$ cat src/rtl/ieee_adder_normalize_pack_pkg.sv
// Shared widths, FSM encoding and packing helpers for the adder output stage.
// All other files of the normalise/pack slice import this package.
package ieee_adder_normalize_pack_pkg;

    localparam int EXP_W   = 8;
    localparam int FRAC_W  = 23;
    localparam int GUARD_W = 3;

    localparam int MANT_W  = 1 + FRAC_W;
    localparam int SIG_W   = MANT_W + GUARD_W;
    localparam int NUM_W   = 1 + EXP_W + FRAC_W;
    localparam int XEXP_W  = EXP_W + 2;

    localparam logic [XEXP_W-1:0] EXP_INF = XEXP_W'((1 << EXP_W) - 1);

    typedef logic [SIG_W-1:0] sig_t;
    typedef logic [NUM_W-1:0] number_t;

    typedef enum logic [2:0] {
        ST_IDLE  = 3'd0,
        ST_ALIGN = 3'd1,
        ST_SHIFT = 3'd2,
        ST_ROUND = 3'd3,
        ST_DONE  = 3'd4
    } state_t;

    function automatic number_t make_inf(input logic sign);
        return {sign, {EXP_W{1'b1}}, {FRAC_W{1'b0}}};
    endfunction

endpackage

$ cat src/rtl/ieee_adder_normalize_pack_if.sv
// Sum-in / result-out handshake bundle between the add stage and the consumer.
// slave is the normalise/pack block, master is whoever feeds it and drains it.
interface ieee_adder_normalize_pack_if;
    import ieee_adder_normalize_pack_pkg::*;

    logic              in_valid;
    logic              in_ready;
    logic              in_sign;
    logic [EXP_W-1:0]  in_exponent;
    logic              in_carry;
    sig_t              in_significand;
    logic              out_valid;
    logic              out_ready;
    number_t           out_number;
    logic              out_overflow;
    logic              out_inexact;

    modport master (
        output in_valid, in_sign, in_exponent, in_carry, in_significand, out_ready,
        input  in_ready, out_valid, out_number, out_overflow, out_inexact
    );

    modport slave (
        input  in_valid, in_sign, in_exponent, in_carry, in_significand, out_ready,
        output in_ready, out_valid, out_number, out_overflow, out_inexact
    );

endinterface

$ cat src/rtl/ieee_round_nearest_even.sv
// Round-to-nearest-even of a 24-bit mantissa given its G/R/S bits.
// Purely combinational; carry_o flags the mantissa wrapping to zero.
module ieee_round_nearest_even
    import ieee_adder_normalize_pack_pkg::*;
(
    input  logic [MANT_W-1:0] mant_i,
    input  logic              g_bit_i,
    input  logic              r_bit_i,
    input  logic              s_bit_i,
    output logic [MANT_W-1:0] mant_o,
    output logic              carry_o,
    output logic              inexact_o
);

    logic increment;

    // Ties (G set, nothing below) round towards an even LSB.
    assign increment = g_bit_i & (r_bit_i | s_bit_i | mant_i[0]);
    assign {carry_o, mant_o} = {1'b0, mant_i} + (MANT_W + 1)'(increment);
    assign inexact_o = g_bit_i | r_bit_i | s_bit_i;

endmodule

$ cat src/rtl/ieee_adder_normalize_pack.sv
// Normalises the raw adder sum one left shift per cycle, rounds to nearest-even
// and packs an IEEE single, handing it out under a valid/ready handshake.
module ieee_adder_normalize_pack
    import ieee_adder_normalize_pack_pkg::*;
(
    input  logic clk,
    input  logic reset,
    ieee_adder_normalize_pack_if.slave bus
);

    state_t            state_q, state_d;
    logic              sign_q, sign_d;
    logic              carry_q, carry_d;
    logic [XEXP_W-1:0] exp_q, exp_d;
    sig_t              sig_q, sig_d;
    number_t           number_q, number_d;
    logic              ovf_q, ovf_d;
    logic              inex_q, inex_d;

    sig_t              align_sig;
    logic [XEXP_W-1:0] align_exp;
    logic [MANT_W-1:0] rnd_mant;
    logic              rnd_carry;
    logic              rnd_inexact;
    logic [MANT_W-1:0] post_mant;
    logic [XEXP_W-1:0] post_exp;

    // Carry enters the MSB; the two bits falling off collapse into sticky.
    assign align_sig = carry_q ? {1'b1, sig_q[SIG_W-1:2], sig_q[1] | sig_q[0]} : sig_q;
    assign align_exp = exp_q + XEXP_W'(carry_q);

    ieee_round_nearest_even u_round (
        .mant_i    (sig_q[SIG_W-1:GUARD_W]),
        .g_bit_i   (sig_q[2]),
        .r_bit_i   (sig_q[1]),
        .s_bit_i   (sig_q[0]),
        .mant_o    (rnd_mant),
        .carry_o   (rnd_carry),
        .inexact_o (rnd_inexact)
    );

    // A rounding carry leaves an all-zero mantissa, so renormalising is just the hidden 1.
    assign post_mant = rnd_carry ? {1'b1, rnd_mant[MANT_W-1:1]} : rnd_mant;
    assign post_exp  = exp_q + XEXP_W'(rnd_carry);

    always_comb begin
        state_d  = state_q;
        sign_d   = sign_q;
        carry_d  = carry_q;
        exp_d    = exp_q;
        sig_d    = sig_q;
        number_d = number_q;
        ovf_d    = ovf_q;
        inex_d   = inex_q;

        case (state_q)
            ST_IDLE: begin
                if (bus.in_valid) begin
                    sign_d  = bus.in_sign;
                    carry_d = bus.in_carry;
                    sig_d   = bus.in_significand;
                    exp_d   = (bus.in_exponent == '0) ? XEXP_W'(1) : XEXP_W'(bus.in_exponent);
                    state_d = ST_ALIGN;
                end
            end
            ST_ALIGN: begin
                sig_d = align_sig;
                exp_d = align_exp;
                if (align_sig == '0) begin
                    number_d = '0;
                    ovf_d    = 1'b0;
                    inex_d   = 1'b0;
                    state_d  = ST_DONE;
                end else if (align_exp >= EXP_INF) begin
                    number_d = make_inf(sign_q);
                    ovf_d    = 1'b1;
                    inex_d   = 1'b1;
                    state_d  = ST_DONE;
                end else begin
                    state_d = ST_SHIFT;
                end
            end
            ST_SHIFT: begin
                // Exponent 1 is the denormal floor: stop shifting there.
                if (sig_q[SIG_W-1] || exp_q == XEXP_W'(1)) begin
                    state_d = ST_ROUND;
                end else begin
                    sig_d = {sig_q[SIG_W-2:0], 1'b0};
                    exp_d = exp_q - XEXP_W'(1);
                end
            end
            ST_ROUND: begin
                inex_d  = rnd_inexact;
                state_d = ST_DONE;
                if (post_exp >= EXP_INF) begin
                    number_d = make_inf(sign_q);
                    ovf_d    = 1'b1;
                end else begin
                    number_d = {sign_q,
                                post_mant[MANT_W-1] ? post_exp[EXP_W-1:0] : {EXP_W{1'b0}},
                                post_mant[FRAC_W-1:0]};
                    ovf_d    = 1'b0;
                end
            end
            ST_DONE: begin
                if (bus.out_ready) begin
                    state_d = ST_IDLE;
                end
            end
            default: begin
                state_d = ST_IDLE;
            end
        endcase
    end

    always_ff @(posedge clk or posedge reset) begin
        if (reset) begin
            state_q  <= ST_IDLE;
            sign_q   <= 1'b0;
            carry_q  <= 1'b0;
            exp_q    <= '0;
            sig_q    <= '0;
            number_q <= '0;
            ovf_q    <= 1'b0;
            inex_q   <= 1'b0;
        end else begin
            state_q  <= state_d;
            sign_q   <= sign_d;
            carry_q  <= carry_d;
            exp_q    <= exp_d;
            sig_q    <= sig_d;
            number_q <= number_d;
            ovf_q    <= ovf_d;
            inex_q   <= inex_d;
        end
    end

    assign bus.in_ready     = (state_q == ST_IDLE);
    assign bus.out_valid    = (state_q == ST_DONE);
    assign bus.out_number   = number_q;
    assign bus.out_overflow = ovf_q;
    assign bus.out_inexact  = inex_q;

endmodule

$ cat src/flat_wrapper.sv
// flat-port wrapper written by rule: the top's interface ports become plain ports
module ieee_adder_normalize_pack_flat import ieee_adder_normalize_pack_pkg::*;
  (clk, reset, bus_in_valid, bus_in_sign, bus_in_exponent, bus_in_carry, bus_in_significand, bus_out_ready, bus_in_ready, bus_out_valid, bus_out_number, bus_out_overflow, bus_out_inexact);
  ieee_adder_normalize_pack_if bus_i ();
  input  logic clk;
  input  logic reset;
  input wire logic [$bits(bus_i.in_valid)-1:0] bus_in_valid;
  input wire logic [$bits(bus_i.in_sign)-1:0] bus_in_sign;
  input wire logic [$bits(bus_i.in_exponent)-1:0] bus_in_exponent;
  input wire logic [$bits(bus_i.in_carry)-1:0] bus_in_carry;
  input wire logic [$bits(bus_i.in_significand)-1:0] bus_in_significand;
  input wire logic [$bits(bus_i.out_ready)-1:0] bus_out_ready;
  output wire logic [$bits(bus_i.in_ready)-1:0] bus_in_ready;
  output wire logic [$bits(bus_i.out_valid)-1:0] bus_out_valid;
  output wire logic [$bits(bus_i.out_number)-1:0] bus_out_number;
  output wire logic [$bits(bus_i.out_overflow)-1:0] bus_out_overflow;
  output wire logic [$bits(bus_i.out_inexact)-1:0] bus_out_inexact;
  assign bus_i.in_valid = bus_in_valid;
  assign bus_i.in_sign = bus_in_sign;
  assign bus_i.in_exponent = bus_in_exponent;
  assign bus_i.in_carry = bus_in_carry;
  assign bus_i.in_significand = bus_in_significand;
  assign bus_i.out_ready = bus_out_ready;
  assign bus_in_ready = bus_i.in_ready;
  assign bus_out_valid = bus_i.out_valid;
  assign bus_out_number = bus_i.out_number;
  assign bus_out_overflow = bus_i.out_overflow;
  assign bus_out_inexact = bus_i.out_inexact;
  ieee_adder_normalize_pack u_core (.clk(clk), .reset(reset), .bus(bus_i));
endmodule
$ cat config.mk
export PLATFORM = sky130hd
export DESIGN_NAME = ieee_adder_normalize_pack_flat
export DESIGN_NICKNAME = d
export VERILOG_FILES = /design/src/rtl/ieee_adder_normalize_pack_pkg.sv /design/src/rtl/ieee_adder_normalize_pack_if.sv /design/src/rtl/ieee_round_nearest_even.sv /design/src/rtl/ieee_adder_normalize_pack.sv /design/src/flat_wrapper.sv
export SDC_FILE = /design/constraint.sdc
export NUM_CORES = 1
export LEC_CHECK = 0
export ABC_AREA = 1
export BUFFER_PORTS_ARGS = -buffer_cell sky130_fd_sc_hd__buf_2
export CORE_AREA = 2 2 90 113
export DETAILED_ROUTE_END_ITERATION = 12
export DIE_AREA = 0 0 92 115
export GPL_ROUTABILITY_DRIVEN = 1
export PLACE_DENSITY = 0.82
export SLEW_MARGIN = 20
export SYNTH_ARGS = -nofsm -noshare
export SYNTH_HDL_FRONTEND = slang
export SYNTH_HIERARCHICAL = 1
export SYNTH_SLANG_ARGS = --single-unit
$ cat constraint.sdc
create_clock -name clk -period 4.75 [get_ports clk]
set_clock_uncertainty 0.15 [all_clocks]
set_input_delay 0.2375 -clock clk [delete_from_list [all_inputs] [get_ports clk]]
set_output_delay 0.2375 -clock clk [all_outputs]
set_load 0.01 [all_outputs]
==> impl_metrics.py, run 1 <==
metrics = {
    "die": {
        "fp.dieArea_um2": 10600,
        "start_util": 0.585,
        "placeableCoreArea_um2": 9510,
        "die_h_um": 115,
        "die_w_um": 92,
        "ios": 77,
        "row_count": 40,
    },
    "yosys": {
        "syn_area_um2": 5570,
        "synth_area_per_cell_um2": 6.38,
        "synth_warnings": 6,
        "ys_seq_area_frac": 0.342,
        "synth_nets": 921,
        "yosysUniqueCellTypes": 36,
        "syn_inst": 873,
        "synth-seq-cells": 76,
    },
    "clock_network": {
        "cts_buffers": 9,
        "insertion_delay_ns": 0.34,
        "root_buffer": "clkbuf_16",
        "ctsLongestPathBuffers": 2,
        "cts.clk_slew.worst_paths_ns": 0.06,
        "cts_setup_buffers": 0,
        "clock-sinks": 76,
        "htree_num_levels": 3,
        "cts_tree": "done",
    },
    "power_and_ir_drop": {
        "ir_drop_mv": 0.467,
        "powerDensity_nw_per_um2": 676,
        "leakage_nw": 3.15,
    },
    "worst_setup_path": {
        "r2r_cells": 20,
        "cp_max_fo": 23,
        "critPathSlowestCell": "inv_1",
        "reg2reg_to": "u_core/bus.out_number[19]",
        "crit_path_max_incr_delay_ns": 0.48,
        "end_kind": "flip-flop",
        "crit_buf_inv": 2,
        "critical_path_class": "flip-flop to flip-flop",
        "worst-endpoint-arrival_ns": 3.75,
        "crit_family": "simple AND/OR/NAND/NOR gates",
        "crit_path_cell_trace": "nand2_1 > inv_1 > ha_1 > nand2_1 > nor2_4 > nand2_2 > nor2_4 > nand3_1 > nor2_2 > ha_1 > ha_1 > nand2_1 > nor2_1 > nand2_1 > xor2_1 > nor2_1 > nand2_1 > inv_1 > nand3_1 > nand2_1",
        "start_kind": "flip-flop",
        "r2r_slack_ns": 1.12,
        "crit_path_frequent_cell": "nand2_1",
        "required_ns": 4.87,
        "reg2reg_from": "u_core/sig_q[2]",
    },
    "sta": {
        "relSlewSlack": 0.364,
        "setup_violations": 0,
        "period_share": 0.764,
        "worst_slack_ns": 1.12,
        "finalCriticalPeriod_ns": 3.63,
        "rsz0062_at_grt": "no",
        "tightestPinTransition_ns": 0.954,
        "clock.fmax_mhz": 276,
        "hold_violations": 0,
        "maxSlewViolCount": 0,
        "fin_tns_setup_ns": 0,
    },
    "routing": {
        "wl_per_cell_um": 13.1,
        "drt-total-wl_um": 14000,
        "dr.pass1.iters": 5,
        "viasPerCell": 5.41,
        "vias": 5746,
        "drt_iter0_markers": 365,
        "ant_nets": 0,
        "post-route-drc-count": 0,
    },
    "grt": {
        "grt_pass1_vias": 5095,
        "antenna_found_initial": 0,
        "grtUsageMet1": 0.393,
        "grt.busiest_layer": "met2",
        "gr-total-overflow": 0,
        "grtUsageMet2": 0.430,
        "grt_pass1_wl_um": 23700,
        "met3_usage": 0.0295,
        "grt_max_degree": 52,
        "track_usage": 0.277,
    },
    "placement": {
        "io_buffers": 76,
        "place_hpwl_um": 10300,
        "place_ws_ns": 1.18,
        "place.gp.congestion": 0.931,
    },
    "hold_path": {
        "holdPathEnd": "u_core/carry_q",
        "min-delay-start": "bus_in_carry",
        "hold_path_class": "input port to flip-flop",
        "hold_depth": 3,
    },
    "layout": {
        "fin_nets": 979,
        "n_antenna_cell": 0,
        "area_growth_pct": 12.2,
        "final_layout_size_suffix_gt1_frac": 0.127,
    },
    "run": {
        "drv_cap": 0,
    },
    "status": {
        "status": "finished, final reports clean",
    },
}
-- layer usage --
metal	vias to the layer above	wire, um
met2	217	6250
met4	0	352
met5	-	0
li1	2932	-
met1	2570	6390
met3	27	959
-- sequential cells by signal, indices dropped and copies added, names as in the netlist --
name,count
u_core/bus.out_inexact,1
u_core/bus.out_number,32
u_core/bus.out_overflow,1
u_core/carry_q,1
u_core/exp_q,10
u_core/sig_q,27
u_core/sign_q,1
u_core/state_q,3
-- stage by stage --
step           hold WS (ns)  total power [mW]   util  area, um2  std cells
5_1_grt              0.0590              4.65  0.657       6250       1062
2_1_floorplan         0.238              3.01      -       5570        873
4_1_cts              0.0273              4.22  0.657       6250       1062
6_report             0.0329              4.23  0.657       6250       1062
3_5_place_dp          0.261              3.58  0.627       5960       1044
3_3_place_gp          0.257              3.54  0.627       5960       1044
-- placed cells by master (no fill, tap or decap), types with 8 or more instances in the layout --
| master | n |
|---|---|
| o21ai_0 | 87 |
| nor2_1 | 80 |
| inv_1 | 81 |
| nand3_1 | 70 |
| dfrtp_1 | 76 |
| buf_2 | 76 |
| clkbuf_16 | 9 |
| xor2_1 | 9 |
| a21oi_1 | 38 |
| o22ai_1 | 16 |
| nand2_1 | 308 |
| nor2_2 | 8 |
-- how the worst max path moves through the flow --
stage	from	endpoint	slack, ns	cells after the start
after global routing	u_core/sig_q[2]	u_core/bus.out_number[13]	0.77	20
final	u_core/sig_q[2]	u_core/bus.out_number[19]	1.12	20
after detailed placement	u_core/sig_q[2]	u_core/bus.out_number[6]	1.18	20
after global placement	u_core/sig_q[2]	u_core/bus.out_number[10]	1.36	20
after floorplan	u_core/sig_q[2]	u_core/bus.out_number[0]	1.84	21
after CTS	u_core/sig_q[2]	u_core/bus.out_number[19]	1.15	20
-- worst register-to-register path, stage by stage (launching register included) --
cell and delay, ns:
dfrtp_1 0.41, nand2_1 0.12, inv_1 0.09, ha_1 0.19, nand2_1 0.11, nor2_4 0.16, nand2_2 0.10, nor2_4 0.15
nand3_1 0.11, nor2_2 0.14, ha_1 0.18, ha_1 0.19, nand2_1 0.11, nor2_1 0.15, nand2_1 0.09, xor2_1 0.15
nor2_1 0.11, nand2_1 0.07, inv_1 0.49, nand3_1 0.17, nand2_1 0.11
-- what timing repair did --
| action | CTS | global route |
|---|---|---|
| resized for setup | 0 | 0 |
| hold buffers | 2 | 0 |
| hold endpoints to repair | 37 | 0 |
-- power breakdown --
group / leakage, nW / switching [mW] / internal (mW)
clock network: 0.131 / 0.249 / 0.367
registers: 0.947 / 0.403 / 0.957
logic: 2.07 / 1.48 / 0.772
total: 3.15 / 2.13 / 2.10
-- logic make-up (layout without fill, tap and decap cells) --
| kind of cell | Yosys count | in the layout | share of synthesized area |
|---|---|---|---|
| AO/OA/AOI/OAI | 162 | 162 | 0.157 |
| XOR/XNOR | 15 | 15 | 0.0236 |
| adder cells (fa/ha/maj) | 7 | 7 | 0.0157 |
| buffers and inverters | 120 | 183 | 0.0892 |
| flip-flops | 76 | 76 | 0.342 |
| multiplexers | 2 | 2 | 0.00405 |
| AND/OR/NAND/NOR | 491 | 491 | 0.369 |
-- layout make-up --
class	count	area [um2]
fillers	948	3260
multi-input cells	677	3170
flip-flops and latches	76	1900
repair buffers	83	438
inverters	84	315
clock buffers	14	254
well taps	126	158
clock inverters	2	10.0
-- synth_stat cells --
cell type    n  area [um2]
nand2_1    308        1160
o21ai_0     87         435
inv_1       82         308
nor2_1      81         304
dfrtp_1     76        1900
nand3_1     70         350
a21oi_1     38         190
o22ai_1     16         100
buf_2       15        75.1
clkbuf_1    14        52.6
xor2_1       9        78.8
ha_1         7        87.6
nor2_2       7        43.8
o21ai_1      7        35.0
a221oi_1     6        52.6
nand2_2      6        37.5
o211ai_1     6        45.0
xnor2_1      6        52.6
nand4_1      5        31.3
nand3b_1     4        30.0
nor2_4       4        45.0
buf_6        3        33.8
buf_1        2        7.51
mux2_2       2        22.5
a31oi_1      1        6.26
and2_1       1        6.26
buf_4        1        7.51
clkbuf_2     1        5.00
clkinv_1     1        3.75
inv_2        1        3.75
nand2_4      1        11.3
nand3_2      1        10.0
nor3_1       1        5.00
nor3_4       1        16.3
o221ai_1     1        8.76
or2_2        1        6.26
Power figures use the tool's default switching activity.
==> inputs of run 2 (changes only) <==
--- a/config.mk
+++ b/config.mk
@@ -5,13 +5,13 @@
 export SDC_FILE = /design/constraint.sdc
 export NUM_CORES = 1
 export LEC_CHECK = 0
-export ABC_AREA = 1
+export ABC_AREA = 0
 export BUFFER_PORTS_ARGS = -buffer_cell sky130_fd_sc_hd__buf_2
-export CORE_AREA = 2 2 90 113
+export CORE_AREA = 2 2 93 117
 export DETAILED_ROUTE_END_ITERATION = 12
-export DIE_AREA = 0 0 92 115
+export DIE_AREA = 0 0 95 119
 export GPL_ROUTABILITY_DRIVEN = 1
-export PLACE_DENSITY = 0.82
+export PLACE_DENSITY = 0.76
 export SLEW_MARGIN = 20
 export SYNTH_ARGS = -nofsm -noshare
 export SYNTH_HDL_FRONTEND = slang
==> constraint.sdc (replaced) <==
create_clock -name clk -period 3 [get_ports clk]
set_clock_uncertainty 0.15 [all_clocks]
set_input_delay 0.15 -clock clk [delete_from_list [all_inputs] [get_ports clk]]
set_output_delay 0.15 -clock clk [all_outputs]
set_load 0.01 [all_outputs]
==> impl_metrics.py, run 2 <==
metrics = {
    "worst_setup_path": {
        "cp_max_fo": 23,
        "worst-endpoint-arrival_ns": 3.21,
        "start_kind": "flip-flop",
        "end_kind": "flip-flop",
        "required_ns": 3.11,
        "r2r_cells": 14,
        "critical_path_class": "flip-flop to flip-flop",
    },
    "layout": {
        "area_growth_pct": 27.7,
        "utilization": 0.641,
        "final_common_cell": "buf_2",
        "largest_reg_flops": 32,
        "layout_common_cells": "buf_2, dfrtp_1, mux2i_1, nand2_1, buf_4",
        "finalNonFillerCells": 825,
        "n_antenna_cell": 0,
        "fin_nets": 736,
        "final_layout_size_suffix_gt1_frac": 0.266,
        "fillCellCount": 865,
    },
    "grt": {
        "grt_max_degree": 77,
        "met3_usage": 0.0493,
        "grt_pass1_vias": 4893,
        "grt.busiest_layer": "met2",
        "grtUsageMet2": 0.480,
        "antenna_found_initial": 0,
        "grtUsageMet1": 0.342,
        "gr-total-overflow": 0,
        "grt_pass1_wl_um": 25000,
        "track_usage": 0.281,
    },
    "placement": {
        "io_buffers": 76,
        "place.gp.congestion": 0.863,
        "place_hpwl_um": 10400,
        "dp.cells": 784,
    },
    "status": {
        "violations": "setup timing",
        "status": "finished with violations",
    },
    "run": {
        "drv_cap": 0,
    },
    "sta": {
        "rsz0062_at_grt": "yes",
        "tightestPinTransition_ns": 0.638,
        "hold_violations": 0,
        "clock.fmax_mhz": 322,
        "worst_slack_ns": -0.108,
        "relSlewSlack": 0.571,
        "setup_violations": 30,
        "maxSlewViolCount": 0,
        "finalCriticalPeriod_ns": 3.11,
        "period_share": 1.04,
    },
    "die": {
        "row_count": 42,
        "start_util": 0.502,
        "fp.dieArea_um2": 11300,
        "die_h_um": 119,
        "placeableCoreArea_um2": 10400,
        "die_w_um": 95,
        "ios": 77,
    },
    "yosys": {
        "ys_seq_area_frac": 0.366,
        "synth-seq-cells": 76,
        "synth_nets": 615,
        "synth_warnings": 6,
        "yosysTopAreaCell": "dfrtp_1",
        "yosysMostFrequentCell": "dfrtp_1",
        "async_flop_share": 1.00,
        "yosysUniqueCellTypes": 63,
        "synth.area.top_cells": "dfrtp_1, mux2i_1, a221oi_1, xnor2_1, o2bb2ai_1",
        "synth-edff-count": 0,
        "yosysTopAreaCellShare": 0.366,
        "synthTopCellsByCount": "dfrtp_1, mux2i_1, nand2_1",
        "syn_area_um2": 5200,
        "syn_inst": 567,
        "yosys_most_used_dff": "dfrtp_1",
        "synth_area_per_cell_um2": 9.17,
    },
    "routing": {
        "viasPerCell": 6.22,
        "drt-total-wl_um": 15300,
        "dr.pass1.iters": 5,
        "post-route-drc-count": 0,
        "drt_iter0_markers": 306,
        "wl_per_cell_um": 18.5,
        "ant_nets": 0,
        "vias": 5130,
    },
    "clock_network": {
        "ctsLongestPathBuffers": 2,
        "cts_buffers": 9,
        "cts.clk_slew.worst_paths_ns": 0.06,
        "htree_num_levels": 3,
        "cts_tree": "done",
        "insertion_delay_ns": 0.34,
        "clock-sinks": 76,
        "root_buffer": "clkbuf_16",
    },
    "power_and_ir_drop": {
        "leakage_nw": 2.87,
        "powerDensity_nw_per_um2": 1100,
        "ir_drop_mv": 0.600,
    },
    "hold_path": {
        "hold_path_class": "input port to flip-flop",
        "hold_depth": 3,
    },
}
## run 2: path summary, 6_finish.rpt
check,start,endpoint,slack [ns]
worst max-delay path,u_core/sig_q[3],u_core/bus.out_number[2],-0.11
worst min-delay path,bus_in_significand[2],u_core/sig_q[2],0.002
worst max register to register,u_core/sig_q[3],u_core/bus.out_number[2],-0.11
worst min register to register,u_core/bus.out_number[8],u_core/bus.out_number[8],0.34
max in group asynchronous,reset,u_core/sig_q[2],2.05
min in group asynchronous,reset,u_core/bus.out_number[27],0.31
## run 2: cell families after synthesis
group,synth area share
AO/OA/AOI/OAI,0.208
XOR/XNOR,0.0590
adder cells (fa/ha/maj),0.0169
buffers and inverters,0.0513
flip-flops,0.366
multiplexers,0.117
AND/OR/NAND/NOR,0.182
## run 2: final cells by class
| cell class | count | area, um2 | share of cell area |
|---|---|---|---|
| Timing Repair Buffer | 153 | 1050 | 0.158 |
| Sequential cell | 76 | 1900 | 0.287 |
| Tap cell | 132 | 165 | 0.0249 |
| Inverter | 17 | 63.8 | 0.00961 |
| Multi-Input combinational cell | 431 | 3170 | 0.477 |
| Clock inverter | 2 | 16.3 | 0.00245 |
| Clock buffer | 14 | 274 | 0.0413 |
## run 2: timing repair
item | CTS | global route
hold buffers | 22 | 0
resized for setup | 7 | 9
cloned | 0 | 0
setup buffers | 1 | 2
hold endpoints to repair | 97 | 0
pin swaps | 1 | 2
setup endpoints to repair | 30 | 32
## run 2: report_power, final
group | switching, mW | internal [mW]
Combinational | 2.44 | 1.81
Clock | 0.421 | 0.632
Sequential | 0.483 | 1.49
Total | 3.34 | 3.93
## run 2: through the flow
step / worst slack (ns) / hold slack (ns) / cell area, um2 / TNS (ns) / power (mW)
finish: -0.108 / 0.00229 / 6640 / -1.92 / 7.28
global route: -0.263 / 0.0107 / 6640 / -7.10 / 7.81
CTS: -0.0812 / 0.00439 / 6570 / -1.23 / 7.18
detailed placement: -0.138 / 0.127 / 6010 / -3.10 / 6.02
global placement: -0.0479 / 0.118 / 6010 / -0.943 / 5.89
floorplan: -0.289 / 0.107 / 5260 / -3.02 / 4.71
## run 2: worst max-delay path, cell delays in order (launching register included)
cell	delay [ns]
dfrtp_1	0.35
and2_4	0.16
ha_4	0.14
nand4_4	0.12
nor4_4	0.16
and4_4	0.28
ha_4	0.15
ha_4	0.13
nand4_1	0.17
a2111oi_4	0.26
nor3_2	0.07
a311o_1	0.35
buf_4	0.19
buf_8	0.16
o2bb2ai_1	0.19
## run 2: routing by layer
metal / wire length (um) / share of wire / vias to the layer above
met2: 7860 / 0.51 / 210
met4: 551 / 0.036 / 0
met5: 0 / 0 / -
met3: 851 / 0.056 / 50
met1: 6020 / 0.39 / 2510
li1: - / - / 2360
